===== src/rtl/fifo_sched_pkg.sv =====
// Shared types and constants for the packet round-robin scheduler.
package fifo_sched_pkg;

  typedef enum logic {IDLE, XFER} sched_state_t;

  localparam int PKT_CNT_WIDTH = 16;

endpackage


===== src/rtl/pkt_rr_scheduler_rr_pick.sv =====
// Combinational rotate-priority picker: first set request at or after ptr_i.
module rr_pick #(
  parameter int P_N     = 4,
  parameter int P_IDX_W = 2
) (
  input  logic [P_N-1:0]     req_i,
  input  logic [P_IDX_W-1:0] ptr_i,
  output logic               found_o,
  output logic [P_IDX_W-1:0] idx_o
);

  int unsigned w_k;

  always_comb begin
    found_o = 1'b0;
    idx_o   = '0;
    w_k     = 0;
    for (int unsigned i = 0; i < P_N; i++) begin
      w_k = (32'(ptr_i) + i) % P_N;
      if (!found_o && req_i[w_k]) begin
        found_o = 1'b1;
        idx_o   = P_IDX_W'(w_k);
      end
    end
  end

endmodule


===== src/rtl/pkt_rr_scheduler.sv =====
// Packet-granular round-robin drain of P_NUM_PORTS FWFT FIFOs onto one
// valid/ready stream, with starvation detection and a packet counter.
module pkt_rr_scheduler
  import fifo_sched_pkg::*;
#(
  parameter int P_NUM_PORTS    = 4,
  parameter int P_DATA_WIDTH   = 32,
  parameter int P_STALL_CYCLES = 255
) (
  input  logic                                  clk_i,
  input  logic                                  rst_ni,
  input  logic                                  en_i,
  input  logic [P_NUM_PORTS-1:0]                fifo_empty_i,
  input  logic [P_NUM_PORTS*P_DATA_WIDTH-1:0]   fifo_data_i,
  input  logic [P_NUM_PORTS-1:0]                fifo_last_i,
  output logic [P_NUM_PORTS-1:0]                fifo_rd_o,
  output logic                                  m_valid_o,
  input  logic                                  m_ready_i,
  output logic [P_DATA_WIDTH-1:0]               m_data_o,
  output logic                                  m_last_o,
  output logic [((P_NUM_PORTS > 1) ? $clog2(P_NUM_PORTS) : 1)-1:0] m_port_o,
  output logic                                  busy_o,
  output logic                                  stall_err_o,
  input  logic                                  clr_err_i,
  output logic [15:0]                           pkt_cnt_o
);

  localparam int PW = (P_NUM_PORTS > 1) ? $clog2(P_NUM_PORTS) : 1;
  localparam int CW = $clog2(P_STALL_CYCLES + 1);

  sched_state_t             r_state;
  logic [PW-1:0]            r_grant;
  logic [PW-1:0]            r_rr_ptr;
  logic [CW-1:0]            r_stall_cnt;
  logic                     r_stall_err;
  logic [PKT_CNT_WIDTH-1:0] r_pkt_cnt;

  logic [P_NUM_PORTS-1:0]   w_req;
  logic                     w_pick_found;
  logic [PW-1:0]            w_pick_idx;
  logic                     w_head_empty;
  logic [P_DATA_WIDTH-1:0]  w_data;
  logic                     w_last;
  logic                     w_valid;
  logic                     w_hs;
  logic [P_NUM_PORTS-1:0]   w_rd;
  logic [CW-1:0]            w_stall_nxt;
  logic                     w_stall_hit;

  assign w_req = ~fifo_empty_i;

  rr_pick #(
    .P_N     (P_NUM_PORTS),
    .P_IDX_W (PW)
  ) u_rr_pick (
    .req_i   (w_req),
    .ptr_i   (r_rr_ptr),
    .found_o (w_pick_found),
    .idx_o   (w_pick_idx)
  );

  // Head-of-line mux for the granted port; outputs follow the FWFT head directly.
  always_comb begin
    w_head_empty = 1'b1;
    w_data       = '0;
    w_last       = 1'b0;
    for (int unsigned p = 0; p < P_NUM_PORTS; p++) begin
      if (r_grant == PW'(p)) begin
        w_head_empty = fifo_empty_i[p];
        w_data       = fifo_data_i[p*P_DATA_WIDTH +: P_DATA_WIDTH];
        w_last       = fifo_last_i[p];
      end
    end
    w_valid = (r_state == XFER) && !w_head_empty;
    w_hs    = w_valid && m_ready_i;
    w_rd    = '0;
    for (int unsigned p = 0; p < P_NUM_PORTS; p++) begin
      w_rd[p] = w_hs && (r_grant == PW'(p));
    end
    w_stall_nxt = (r_stall_cnt == CW'(P_STALL_CYCLES)) ? r_stall_cnt : r_stall_cnt + 1'b1;
    w_stall_hit = (r_state == XFER) && w_head_empty && (w_stall_nxt == CW'(P_STALL_CYCLES));
  end

  always_ff @(posedge clk_i or negedge rst_ni) begin
    if (!rst_ni) begin
      r_state     <= IDLE;
      r_grant     <= '0;
      r_rr_ptr    <= '0;
      r_stall_cnt <= '0;
      r_stall_err <= 1'b0;
      r_pkt_cnt   <= '0;
    end else begin
      case (r_state)
        IDLE: begin
          r_stall_cnt <= '0;
          if (en_i && w_pick_found) begin
            r_grant  <= w_pick_idx;
            r_rr_ptr <= (w_pick_idx == PW'(P_NUM_PORTS - 1)) ? '0 : w_pick_idx + 1'b1;
            r_state  <= XFER;
          end
        end
        XFER: begin
          r_stall_cnt <= w_head_empty ? w_stall_nxt : '0;
          if (w_hs && w_last) begin
            r_pkt_cnt <= r_pkt_cnt + 1'b1;
            r_state   <= IDLE;
          end
        end
        default: r_state <= IDLE;
      endcase
      if (clr_err_i) begin
        r_stall_err <= 1'b0;
      end else if (w_stall_hit) begin
        r_stall_err <= 1'b1;
      end
    end
  end

  assign fifo_rd_o   = w_rd;
  assign m_valid_o   = w_valid;
  assign m_data_o    = w_data;
  assign m_last_o    = w_last;
  assign m_port_o    = r_grant;
  assign busy_o      = (r_state == XFER);
  assign stall_err_o = r_stall_err;
  assign pkt_cnt_o   = r_pkt_cnt;

endmodule


===== config.mk =====
export PLATFORM = sky130hd
export DESIGN_NAME = pkt_rr_scheduler
export DESIGN_NICKNAME = d
export VERILOG_FILES = /design/src/rtl/fifo_sched_pkg.sv /design/src/rtl/pkt_rr_scheduler_rr_pick.sv /design/src/rtl/pkt_rr_scheduler.sv
export SDC_FILE = /design/constraint.sdc
export NUM_CORES = 1
export LEC_CHECK = 0
export BUFFER_PORTS_ARGS = -buffer_cell sky130_fd_sc_hd__buf_2
export CAP_MARGIN = 15
export CORE_MARGIN = 3
export CORE_UTILIZATION = 36
export CTS_BUF_LIST = sky130_fd_sc_hd__clkbuf_8
export DETAILED_ROUTE_END_ITERATION = 6
export HOLD_SLACK_MARGIN = 0.05
export PLACE_DENSITY = 0.8
export SLEW_MARGIN = 10
export SYNTH_ARGS = -nofsm -noshare
export SYNTH_HDL_FRONTEND = slang
export SYNTH_HIERARCHICAL = 1
export SYNTH_SLANG_ARGS = --single-unit
export TNS_END_PERCENT = 50

===== constraint.sdc =====
create_clock -name clk_i -period 1.65 [get_ports clk_i]
set_input_delay 0.0825 -clock clk_i [delete_from_list [all_inputs] [get_ports clk_i]]
set_output_delay 0.0825 -clock clk_i [all_outputs]
set_load 0.01 [all_outputs]

==> impl_metrics.json <==
{
  "ant_nets": 0,
  "finalPower_mw": 5.32,
  "use_met1": 0.259,
  "layout_common_cells": "buf_2, mux4_2, dfrtp_1",
  "drt-pass1-iter-count": 4,
  "viasPerCell": 5.53,
  "rows": 29,
  "combPwrFrac": 0.701,
  "clock_tree.root_cell": "clkbuf_8",
  "reg2reg_depth": 6,
  "synth_cells": 203,
  "synth.distinct_cells": 41,
  "p_clk_frac": 0.100,
  "r2r_end": "pkt_cnt_o[1]",
  "leakage_nw": 2.14,
  "power_density_nw_per_um2": 1300,
  "clk_latency_ps": 280,
  "min-delay-start": "clr_err_i",
  "end_kind": "register",
  "area_delta_synth_final_pct": 69.6,
  "numPortBuffers": 198,
  "critPathMaxFanout": 6,
  "cts_buffers": 5,
  "synth_seq_cells": 30,
  "cts.reportedPaths.clkPinSlew_ps": 60,
  "clk_path_buf_depth": 2,
  "wire_per_inst_um": 21.6,
  "switching_share": 0.406,
  "grt_pass1_wl_mm": 13.6,
  "tightest_slew_ps": 770,
  "die_x_um": 87.9,
  "syn_nets": 347,
  "nets": 572,
  "dr.first_iter.drc_count": 111,
  "hold_viol_final": 0,
  "synth_largest_area_cell": "dfrtp_1",
  "rrSetupSlack_ps": -240,
  "finalCriticalPeriod_ps": 1890,
  "postSynth.asyncResetShare": 1.00,
  "post-route-util": 0.637,
  "period_share": 1.15,
  "routed_wl_mm": 10.9,
  "max_freq_ghz": 0.528,
  "grtUsageMet3": 0.0602,
  "register_area_um2": 752,
  "overflow": 0,
  "hold_path_depth": 3,
  "grt.total_usage": 0.230,
  "cts_tree": "built",
  "violations": "setup timing",
  "vias": 2794,
  "rsz0062_at_grt": "yes",
  "busiest_layer": "met2",
  "r2r_start": "m_port_o[0]",
  "coreArea_um2": 6420,
  "fp.dieH_um": 87.9,
  "drc": 0,
  "cp.required_ps": 1820,
  "intPower_mw": 3.16,
  "htreeDepth": 2,
  "setup_ws_ps": -243,
  "drive_above_1_share": 0.699,
  "finalSetupViolations": 53,
  "hpwl_mm": 7.74,
  "antennaDiodeCount": 0,
  "slew_headroom": 0.486,
  "syn_area_um2": 2410,
  "synth_area_per_cell_um2": 11.9,
  "maxSlewViolCount": 0,
  "start_kind": "register",
  "yosysSeqAreaShare": 0.311,
  "p_seq_frac": 0.199,
  "yosysWarningCount": 6,
  "maxCapViolCount": 0,
  "synthFlopType": "dfrtp_1",
  "initial_core_util": 0.376,
  "cts_sinks": 30,
  "hold_path_end": "stall_err_o",
  "synth_top_area_frac": 0.311,
  "antenna_found_initial": 0,
  "die_area_um2": 7720,
  "synth_edf_count": 0,
  "final_common_cell": "buf_2",
  "finClkSkew_ps": 5.40,
  "synthTopCellsByArea": "dfrtp_1, mux4_2, xor2_1, inv_1, xnor2_1",
  "p_sw_mw": 2.16,
  "outcome": "finished with violations",
  "ios": 199,
  "routabilityCongestion": 0.843,
  "met2_usage": 0.420,
  "n_fill_cell": 498,
  "grt_max_degree": 31,
  "grt_pass1_vias": 2760,
  "dp_worst_setup_slack_ps": -150,
  "multiInputGateArea_um2": 1730,
  "crit_type": "reg2reg",
  "crit_arrival_ps": 2060,
  "peakVddDrop_mv": 0.900,
  "hold_class": "in2reg"
}
-- worst max path at each step --
stage | start | end | slack, ps | cells after the start
after global routing | m_port_o[0] | fifo_rd_o[2] | -300 | 6
after detailed placement | m_port_o[0] | pkt_cnt_o[9] | -150 | 5
final | m_port_o[0] | pkt_cnt_o[1] | -240 | 6
after global placement | m_port_o[0] | pkt_cnt_o[1] | -100 | 5
after floorplan | m_port_o[0] | pkt_cnt_o[1] | -140 | 5
after CTS | m_port_o[0] | pkt_cnt_o[10] | -160 | 5
-- worst max-delay path, stage by stage (launching register included) --
cell     delay (ps)
dfrtp_2         430
buf_12          140
mux2i_2         150
and4_4          240
o21ai_4         340
buf_12          180
mux2_4          290
-- area by class of cell --
type / count / share of cell area
multi-input cells: 146 / 0.422
repair buffers: 230 / 0.338
flip-flops and latches: 30 / 0.184
well taps: 77 / 0.0235
clock buffers: 5 / 0.0168
inverters: 15 / 0.0138
clock inverters: 2 / 0.00183
-- state kept, by name (all words and copies together) (netlist names) --
name         cells
busy_o           1
pkt_cnt_o       16
m_port_o         2
stall_err_o      1
r_stall_cnt      8
r_rr_ptr         2
-- cells in the mapped netlist (2+ instances only) --
cell and n:
mux4_2 33, inv_1 14, mux2_2 4, dfrtp_1 30, o21ai_0 2, nand2_1 13
nor4b_1 2, buf_6 2, mux2i_1 5, nor4_1 7, nand3_1 8, nand4_1 4
ha_1 3, a21oi_1 5, and2_1 2, and3_1 4, clkbuf_1 3, nor2b_1 3
a31oi_1 3, xnor2_1 6, xor2_1 13, nor3_1 2, and4_1 2, buf_1 2
buf_2 5, a211oi_1 3, nor2_1 9
-- what timing repair did --
action / in CTS / in global routing
setup buffers: 0 / 11
setup endpoints to repair: 51 / 56
gates cloned: 1 / 2
hold buffers: 1 / 0
endpoints found under the hold margin: 30 / 0
pin swaps: 1 / 16
resized for setup: 14 / 34
-- per-layer routing --
metal | part of all wire | routed length (um)
met5 | 0 | 0
met4 | 0.038 | 414
met3 | 0.090 | 978
met2 | 0.54 | 5840
met1 | 0.34 | 3680
-- power by group through the flow --
| stage | sequential (mW) | combinational (mW) | clock, mW |
|---|---|---|---|
| floorplan | 1.06 | 1.89 | 0 |
| global placement | 1.05 | 2.92 | 0 |
| detailed placement | 1.06 | 2.99 | 0 |
| CTS | 1.06 | 3.08 | 0.541 |
| global route | 1.08 | 3.96 | 0.591 |
| finish | 1.06 | 3.73 | 0.534 |
-- through the flow --
stage	cell area, um2	instances	setup TNS [ps]	hold slack, ps
6_report	4090	505	-7740	104
5_1_grt	4090	505	-10790	103
4_1_cts	3760	492	-5990	98.4
3_5_place_dp	3590	483	-1430	155
3_3_place_gp	3590	483	-311	143
2_1_floorplan	2430	203	-648	-213
-- logic make-up after synthesis --
group / after synthesis / synth area share
buffers and inverters: 28 / 0.0539
flip-flops: 30 / 0.311
adder cells (fa/ha/maj): 3 / 0.0156
AND/OR/NAND/NOR: 62 / 0.149
AO/OA/AOI/OAI: 19 / 0.0544
XOR/XNOR: 19 / 0.0689
multiplexers: 42 / 0.347
(Power assumes the default switching activity.)
